## src/rtl/ttpu_pkg.sv

```systemverilog
// Shared types and constants for the post-MAC datapath blocks.
package ttpu_pkg;

    // Sequencer states; encoding is also exported on the debug port.
    typedef enum logic [3:0] {
        IDLE     = 4'd0,
        FETCH    = 4'd1,
        LOAD     = 4'd2,
        START    = 4'd3,
        WAIT_RDY = 4'd4,
        WRITE    = 4'd5,
        RELEASE  = 4'd6,
        DONE     = 4'd7,
        ERR      = 4'd8
    } vas_state_t;

    // FP16 bit patterns used when building stimulus.
    localparam logic [15:0] FP16_ZERO  = 16'h0000;
    localparam logic [15:0] FP16_ONE   = 16'h3C00;
    localparam logic [15:0] FP16_TWO   = 16'h4000;
    localparam logic [15:0] FP16_THREE = 16'h4200;

endpackage

```

## src/rtl/vector_add_sequencer.sv

```systemverilog
// Vector-adder initiator: accepts a bias-add job, streams source rows through
// the adder one at a time and writes each masked result to the destination.
//
// Handshakes:
//  - Command: a job is accepted on a cycle with cmd_valid=1 and cmd_ready=1;
//    cmd_ready is high only in IDLE, so commands offered while busy are ignored.
//  - Adder: va_start is a held level; a result is taken only when va_ready=1
//    is seen in WAIT_RDY. After the write, va_start drops and the sequencer
//    waits for va_ready=0 before starting the next row, so a stale ready is
//    never mistaken for a new result and va_start never rises while ready=1.
module vector_add_sequencer
    import ttpu_pkg::*;
#(
    parameter int DATA_WIDTH     = 16,
    parameter int NUM_UNITS      = 16,
    parameter int ADDR_WIDTH     = 8,
    parameter int TIMEOUT_CYCLES = 64
) (
    input  logic                            clk,
    input  logic                            reset,
    input  logic                            cmd_valid,
    output logic                            cmd_ready,
    input  logic [ADDR_WIDTH-1:0]           cmd_src_base,
    input  logic [ADDR_WIDTH-1:0]           cmd_dst_base,
    input  logic [ADDR_WIDTH:0]             cmd_rows,
    input  logic [NUM_UNITS-1:0]            cmd_mask,
    input  logic [NUM_UNITS*DATA_WIDTH-1:0] cmd_bias,
    output logic                            src_rd_en,
    output logic [ADDR_WIDTH-1:0]           src_rd_addr,
    input  logic [NUM_UNITS*DATA_WIDTH-1:0] src_rd_data,
    output logic                            va_start,
    output logic [NUM_UNITS-1:0]            va_active,
    output logic [NUM_UNITS*DATA_WIDTH-1:0] va_in_x,
    output logic [NUM_UNITS*DATA_WIDTH-1:0] va_in_bias,
    input  logic [NUM_UNITS*DATA_WIDTH-1:0] va_out,
    input  logic                            va_ready,
    output logic                            dst_wr_en,
    output logic [ADDR_WIDTH-1:0]           dst_wr_addr,
    output logic [NUM_UNITS*DATA_WIDTH-1:0] dst_wr_data,
    output logic [NUM_UNITS-1:0]            dst_wr_mask,
    output logic                            busy,
    output logic                            done,
    output logic                            timeout_err,
    output logic [3:0]                      state_dbg
);

    localparam int ROW_W = NUM_UNITS * DATA_WIDTH;
    localparam int WD_W  = $clog2(TIMEOUT_CYCLES + 1);
    localparam logic [WD_W-1:0] WD_LIMIT = WD_W'(TIMEOUT_CYCLES);

    vas_state_t state, next_state;

    logic [ADDR_WIDTH-1:0] src_ptr, dst_ptr;
    logic [ADDR_WIDTH:0]   rows_left;
    logic [NUM_UNITS-1:0]  mask_q;
    logic [ROW_W-1:0]      bias_q, x_q, wr_q, va_out_masked;
    logic                  err_q;
    logic [WD_W-1:0]       wd_cnt;
    logic                  accept, wd_expired;

    assign accept     = cmd_valid && (state == IDLE);
    assign wd_expired = (wd_cnt == WD_LIMIT);

    // State register; reset abandons any job in flight.
    always_ff @(posedge clk) begin
        if (reset) state <= IDLE;
        else       state <= next_state;
    end

    // Next-state logic.
    always_comb begin
        next_state = state;
        case (state)
            IDLE:     if (accept) next_state = (cmd_rows == '0) ? DONE : FETCH;
            FETCH:    next_state = LOAD;
            LOAD:     next_state = START;
            START:    next_state = WAIT_RDY;
            WAIT_RDY: begin
                if (va_ready)        next_state = WRITE;
                else if (wd_expired) next_state = ERR;
            end
            WRITE:    next_state = RELEASE;
            RELEASE:  begin
                if (!va_ready)       next_state = (rows_left == '0) ? DONE : FETCH;
                else if (wd_expired) next_state = ERR;
            end
            DONE:     next_state = IDLE;
            ERR:      next_state = DONE;
            default:  next_state = IDLE;
        endcase
    end

    // State-decoded strobes.
    always_comb begin
        cmd_ready = (state == IDLE);
        busy      = (state != IDLE);
        src_rd_en = (state == FETCH);
        va_start  = (state == START) || (state == WAIT_RDY);
        dst_wr_en = (state == WRITE);
        done      = (state == DONE);
    end

    // Zero the result lanes the job does not own.
    always_comb begin
        va_out_masked = '0;
        for (int i = 0; i < NUM_UNITS; i++) begin
            if (mask_q[i]) va_out_masked[i*DATA_WIDTH +: DATA_WIDTH] = va_out[i*DATA_WIDTH +: DATA_WIDTH];
        end
    end

    // Job registers: latched on accept, advanced as rows move through the adder.
    always_ff @(posedge clk) begin
        if (reset) begin
            src_ptr   <= '0;
            dst_ptr   <= '0;
            rows_left <= '0;
            mask_q    <= '0;
            bias_q    <= '0;
            x_q       <= '0;
            wr_q      <= '0;
            err_q     <= 1'b0;
        end else begin
            case (state)
                IDLE: if (accept) begin
                    src_ptr   <= cmd_src_base;
                    dst_ptr   <= cmd_dst_base;
                    rows_left <= cmd_rows;
                    mask_q    <= cmd_mask;
                    bias_q    <= cmd_bias;
                    err_q     <= 1'b0;
                end
                LOAD: begin
                    x_q     <= src_rd_data;
                    src_ptr <= src_ptr + ADDR_WIDTH'(1);
                end
                WAIT_RDY: if (va_ready) wr_q <= va_out_masked;
                WRITE: begin
                    dst_ptr   <= dst_ptr + ADDR_WIDTH'(1);
                    rows_left <= rows_left - (ADDR_WIDTH+1)'(1);
                end
                ERR: err_q <= 1'b1;
                default: ;
            endcase
        end
    end

    // Watchdog: restarts on every state change, counts only while waiting on va_ready.
    always_ff @(posedge clk) begin
        if (reset || (next_state != state)) begin
            wd_cnt <= '0;
        end else if (((state == WAIT_RDY) || (state == RELEASE)) && !wd_expired) begin
            wd_cnt <= wd_cnt + WD_W'(1);
        end
    end

    assign src_rd_addr = src_ptr;
    assign va_active   = mask_q;
    assign va_in_x     = x_q;
    assign va_in_bias  = bias_q;
    assign dst_wr_addr = dst_ptr;
    assign dst_wr_data = wr_q;
    assign dst_wr_mask = mask_q;
    assign timeout_err = err_q;
    assign state_dbg   = state;

endmodule
```

## config.mk

```make
export PLATFORM = sky130hd
export DESIGN_NAME = vector_add_sequencer
export DESIGN_NICKNAME = d
export VERILOG_FILES = /design/src/rtl/ttpu_pkg.sv /design/src/rtl/vector_add_sequencer.sv
export SDC_FILE = /design/constraint.sdc
export NUM_CORES = 2
export LEC_CHECK = 0
export CAP_MARGIN = 30
export CELL_PAD_IN_SITES_DETAIL_PLACEMENT = 0
export CELL_PAD_IN_SITES_GLOBAL_PLACEMENT = 1
export CORE_AREA = 2 2 642 644
export DETAILED_ROUTE_END_ITERATION = 10
export DIE_AREA = 0 0 644 646
export HOLD_SLACK_MARGIN = 0.05
export PLACE_DENSITY_LB_ADDON = 0.1
export SYNTH_ARGS = -nofsm -noshare
export SYNTH_HDL_FRONTEND = slang
export SYNTH_SLANG_ARGS = --single-unit
```

## constraint.sdc

```tcl
create_clock -name clk -period 5.7 [get_ports clk]
set_input_delay 1.14 -clock clk [delete_from_list [all_inputs] [get_ports clk]]
set_output_delay 1.14 -clock clk [all_outputs]
set_load 0.02 [all_outputs]
```

==> flow_summary.json <==
{
  "status": "finished clean",
  "io_buffer_count": 1639,
  "synth-seq-area-share": 0.561,
  "postCtsResizedCells": 0,
  "ioPinCount": 1640,
  "worst_clock_skew_ns": 0.0442,
  "pin_count_of_the_biggest_net_entering_global_routing": 129,
  "initial_utilization": 0.0717,
  "critical_path.reg2reg.startpoint": "state_dbg[2]",
  "setup_viol": 0,
  "cts-hold-fix-buffers": 0,
  "layout-drive-gt1-share": 0.0496,
  "synth_top_area_cell": "sky130_fd_sc_hd__dfxtp_1",
  "grt_setup_unrepaired": "no",
  "post-dp-hpwl_um": 214000,
  "avgSynthCellArea_sq_um": 7.89,
  "vias_in_the_first_global_route": 32752,
  "overflow": 0,
  "timing.hold.worst_endpoint": "dst_wr_data[141]",
  "die_area_sq_um": 416000,
  "floorplan.die.height_um": 646,
  "synth.cells.most_frequent": "sky130_fd_sc_hd__nand2_1 (1330), sky130_fd_sc_hd__dfxtp_1 (821), sky130_fd_sc_hd__a21oi_1 (803), sky130_fd_sc_hd__nand3_1 (263), sky130_fd_sc_hd__clkbuf_1 (202)",
  "timing.final.crit_period_ns": 4.48,
  "drt_iter0_markers": 1366,
  "fin_crit_sh": 0.786,
  "max_cap_viols": 0,
  "synth_edf_count": 0,
  "asyncSetResetFlopFracSynth": 0,
  "power.density_cell_area_nw_per_um2": 315,
  "drtPass1Iterations": 5,
  "rows": 235,
  "horizontal_die_dimension_um": 644,
  "final-max-slew-violation-count": 0,
  "via_count_of_the_routed_design": 32820,
  "hp-start": "dst_wr_data[141]",
  "clock_latency_ns": 0.82,
  "synth_ff_type": "sky130_fd_sc_hd__dfxtp_1",
  "netlist_area_sq_um": 29300,
  "timing.slew.headroom": 0.326,
  "crit_required_ns": 4.56,
  "fin_setup_tns_ns": 0,
  "gp_routability_congestion": 0.779,
  "tightestPinTransition_ns": 1.01,
  "cts_h_tree_depth": 4,
  "worst-setup-path-type": "reg2out",
  "synth.lib_cells_used.distinct": 51,
  "fmax_mhz": 223,
  "first_pass_grt_wire_length_um": 346000,
  "worst_hold_slack_ns": 0.448,
  "yosys.cell_count.top_type": "sky130_fd_sc_hd__nand2_1",
  "drt-wirelength-per-cell_um": 25.0,
  "synth_fp_nets": 4530,
  "final_nets": 6057,
  "antenna_violations_before_repair": 186,
  "rrSetupSlack_ns": 2.61,
  "min_path_cells": 2,
  "worstSetupStartpointType": "flop",
  "yosysWarnings": 0,
  "drt-vias-per-instance": 3.04,
  "hold_wc_path_type": "reg2reg",
  "postRouteAntennaNets": 0,
  "route.detailed.drc": 0,
  "cts_buffer_depth": 4,
  "critPathCaptureType": "output pin",
  "numClockSinks": 821,
  "groute.usage.overall": 0.124,
  "ff2ff_path_depth": 6,
  "totalWireLength_um": 270000,
  "leading_cell_types_by_total_area_after_synthesis": "sky130_fd_sc_hd__dfxtp_1 (56%), sky130_fd_sc_hd__nand2_1 (17%), sky130_fd_sc_hd__a21oi_1 (14%), sky130_fd_sc_hd__nand3_1 (4.5%), sky130_fd_sc_hd__clkbuf_1 (2.6%)",
  "r2r_end": "dst_wr_data[104]",
  "cts_made_buffers": 140,
  "core_area_sq_um": 409000,
  "synthesis.instances": 3711,
  "area_growth_syn_to_layout_pct": 92.4,
  "clkSlewWorstSetupHoldPaths_ns": 0.05,
  "arrival_time_worst_endpoint_ns": 3.34,
  "tritoncts_clock_tree": "done",
  "timing.final.hold_violations": 0,
  "postSynthRegisterBits": 821,
  "cell_at_the_root_of_the_clock_tree": "sky130_fd_sc_hd__clkbuf_16",
  "postPlaceCellArea_sq_um": 52000,
  "power_leakage_nw": 17.8,
  "vdd_ir_drop_max_mv": 0.153,
  "post-cts-setup-buffer-count": 0,
  "synthDominantCellAreaShare": 0.561,
  "worst-path-max-fanout": 21,
  "final_instance_area_sq_um": 56400
}
[how the worst max path moves through the flow]
stage                 start         to  slack (ns)  cells after the start
6_report       state_dbg[3]  dst_wr_en        1.22                      4
5_1_grt        state_dbg[3]  dst_wr_en        0.87                      4
4_1_cts        state_dbg[3]  dst_wr_en        0.99                      4
3_5_place_dp   state_dbg[3]  dst_wr_en        1.98                      4
3_3_place_gp   state_dbg[3]  dst_wr_en        1.99                      4
2_1_floorplan  state_dbg[0]   va_start        2.92                      5
[layout make-up]
cell class / count / area [sq um]
diodes: 27 / 67.6
clock buffers: 213 / 4100
clock inverters: 16 / 230
fillers: 46732 / 352000
inverters: 8 / 30.0
multi-input cells: 2556 / 11400
flip-flops and latches: 821 / 16400
well taps: 5451 / 6820
repair buffers: 1711 / 17300
[cells by family (layout without fill, tap and decap cells)]
family / after synthesis / in the layout / share of synthesized area
AO/OA/AOI/OAI: 853 / 853 / 0.150
XOR/XNOR: 9 / 9 / 0.00269
adder cells (fa/ha/maj): 6 / 6 / 0.00256
buffers and inverters: 334 / 1948 / 0.0502
flip-flops: 821 / 821 / 0.561
multiplexers: 1 / 1 / 0.000342
other: 0 / 27 / 0
AND/OR/NAND/NOR: 1687 / 1687 / 0.233
[registers in the layout, indices dropped and copies added, names as in the netlist]
name and flops:
dst_wr_data 256, va_in_bias 256, va_in_x 256, dst_wr_mask 16, rows_left 9, dst_wr_addr 8
src_rd_addr 8, wd_cnt 7, state_dbg 4, timeout_err 1
[placed cells by master, fill, tap and decap left out, types with 3 or more instances in the layout]
cell / count
sky130_fd_sc_hd__nand2_1: 1329
sky130_fd_sc_hd__nor3b_1: 3
sky130_fd_sc_hd__clkdlybuf4s50_1: 1638
sky130_fd_sc_hd__a22oi_1: 5
sky130_fd_sc_hd__a31oi_1: 4
sky130_fd_sc_hd__and3_1: 7
sky130_fd_sc_hd__buf_4: 49
sky130_fd_sc_hd__buf_16: 4
sky130_fd_sc_hd__a211oi_1: 6
sky130_fd_sc_hd__nand4_1: 6
sky130_fd_sc_hd__clkinv_2: 4
sky130_fd_sc_hd__a221oi_1: 3
sky130_fd_sc_hd__xnor2_1: 7
sky130_fd_sc_hd__buf_12: 18
sky130_fd_sc_hd__inv_1: 7
sky130_fd_sc_hd__nor2_1: 35
sky130_fd_sc_hd__a2111oi_0: 3
sky130_fd_sc_hd__clkinv_8: 3
sky130_fd_sc_hd__diode_2: 27
sky130_fd_sc_hd__a21oi_1: 803
sky130_fd_sc_hd__nor3_1: 15
sky130_fd_sc_hd__a2bb2oi_1: 3
sky130_fd_sc_hd__o21ai_0: 13
sky130_fd_sc_hd__clkbuf_16: 144
sky130_fd_sc_hd__nand3_1: 263
sky130_fd_sc_hd__dfxtp_1: 820
sky130_fd_sc_hd__clkbuf_8: 24
sky130_fd_sc_hd__nor4_1: 7
sky130_fd_sc_hd__ha_1: 6
sky130_fd_sc_hd__bufinv_16: 4
sky130_fd_sc_hd__clkbuf_1: 45
sky130_fd_sc_hd__and2_1: 5
[critical path, stage by stage (launching register included)]
cell	delay, ns
sky130_fd_sc_hd__dfxtp_1	0.83
sky130_fd_sc_hd__nand4bb_1	0.29
sky130_fd_sc_hd__buf_4	0.29
sky130_fd_sc_hd__clkinv_1	0.39
sky130_fd_sc_hd__clkdlybuf4s50_1	0.70
[power by group]
group          switching, mW  internal, mW
clock network           3.44          5.11
registers              0.196          6.04
logic                   1.73          1.26
[stage by stage]
stage / total power [mW] / std cells / setup slack, ns / util
global placement: 9.46 / 10541 / 1.99 / 0.127
CTS: 18.4 / 10775 / 0.992 / 0.138
floorplan: 7.43 / 3711 / 2.92 / -
global route: 18.7 / 10782 / 0.875 / 0.138
finish: 17.8 / 10803 / 1.22 / 0.138
detailed placement: 9.47 / 10546 / 1.98 / 0.127
[per-layer routing]
metal	track usage	routed length [um]
met1	0.119	91900
met4	0.0250	6300
met5	0	556
met3	0.0624	29500
met2	0.235	142000
No activity file was read; power rests on OpenSTA's default activity.
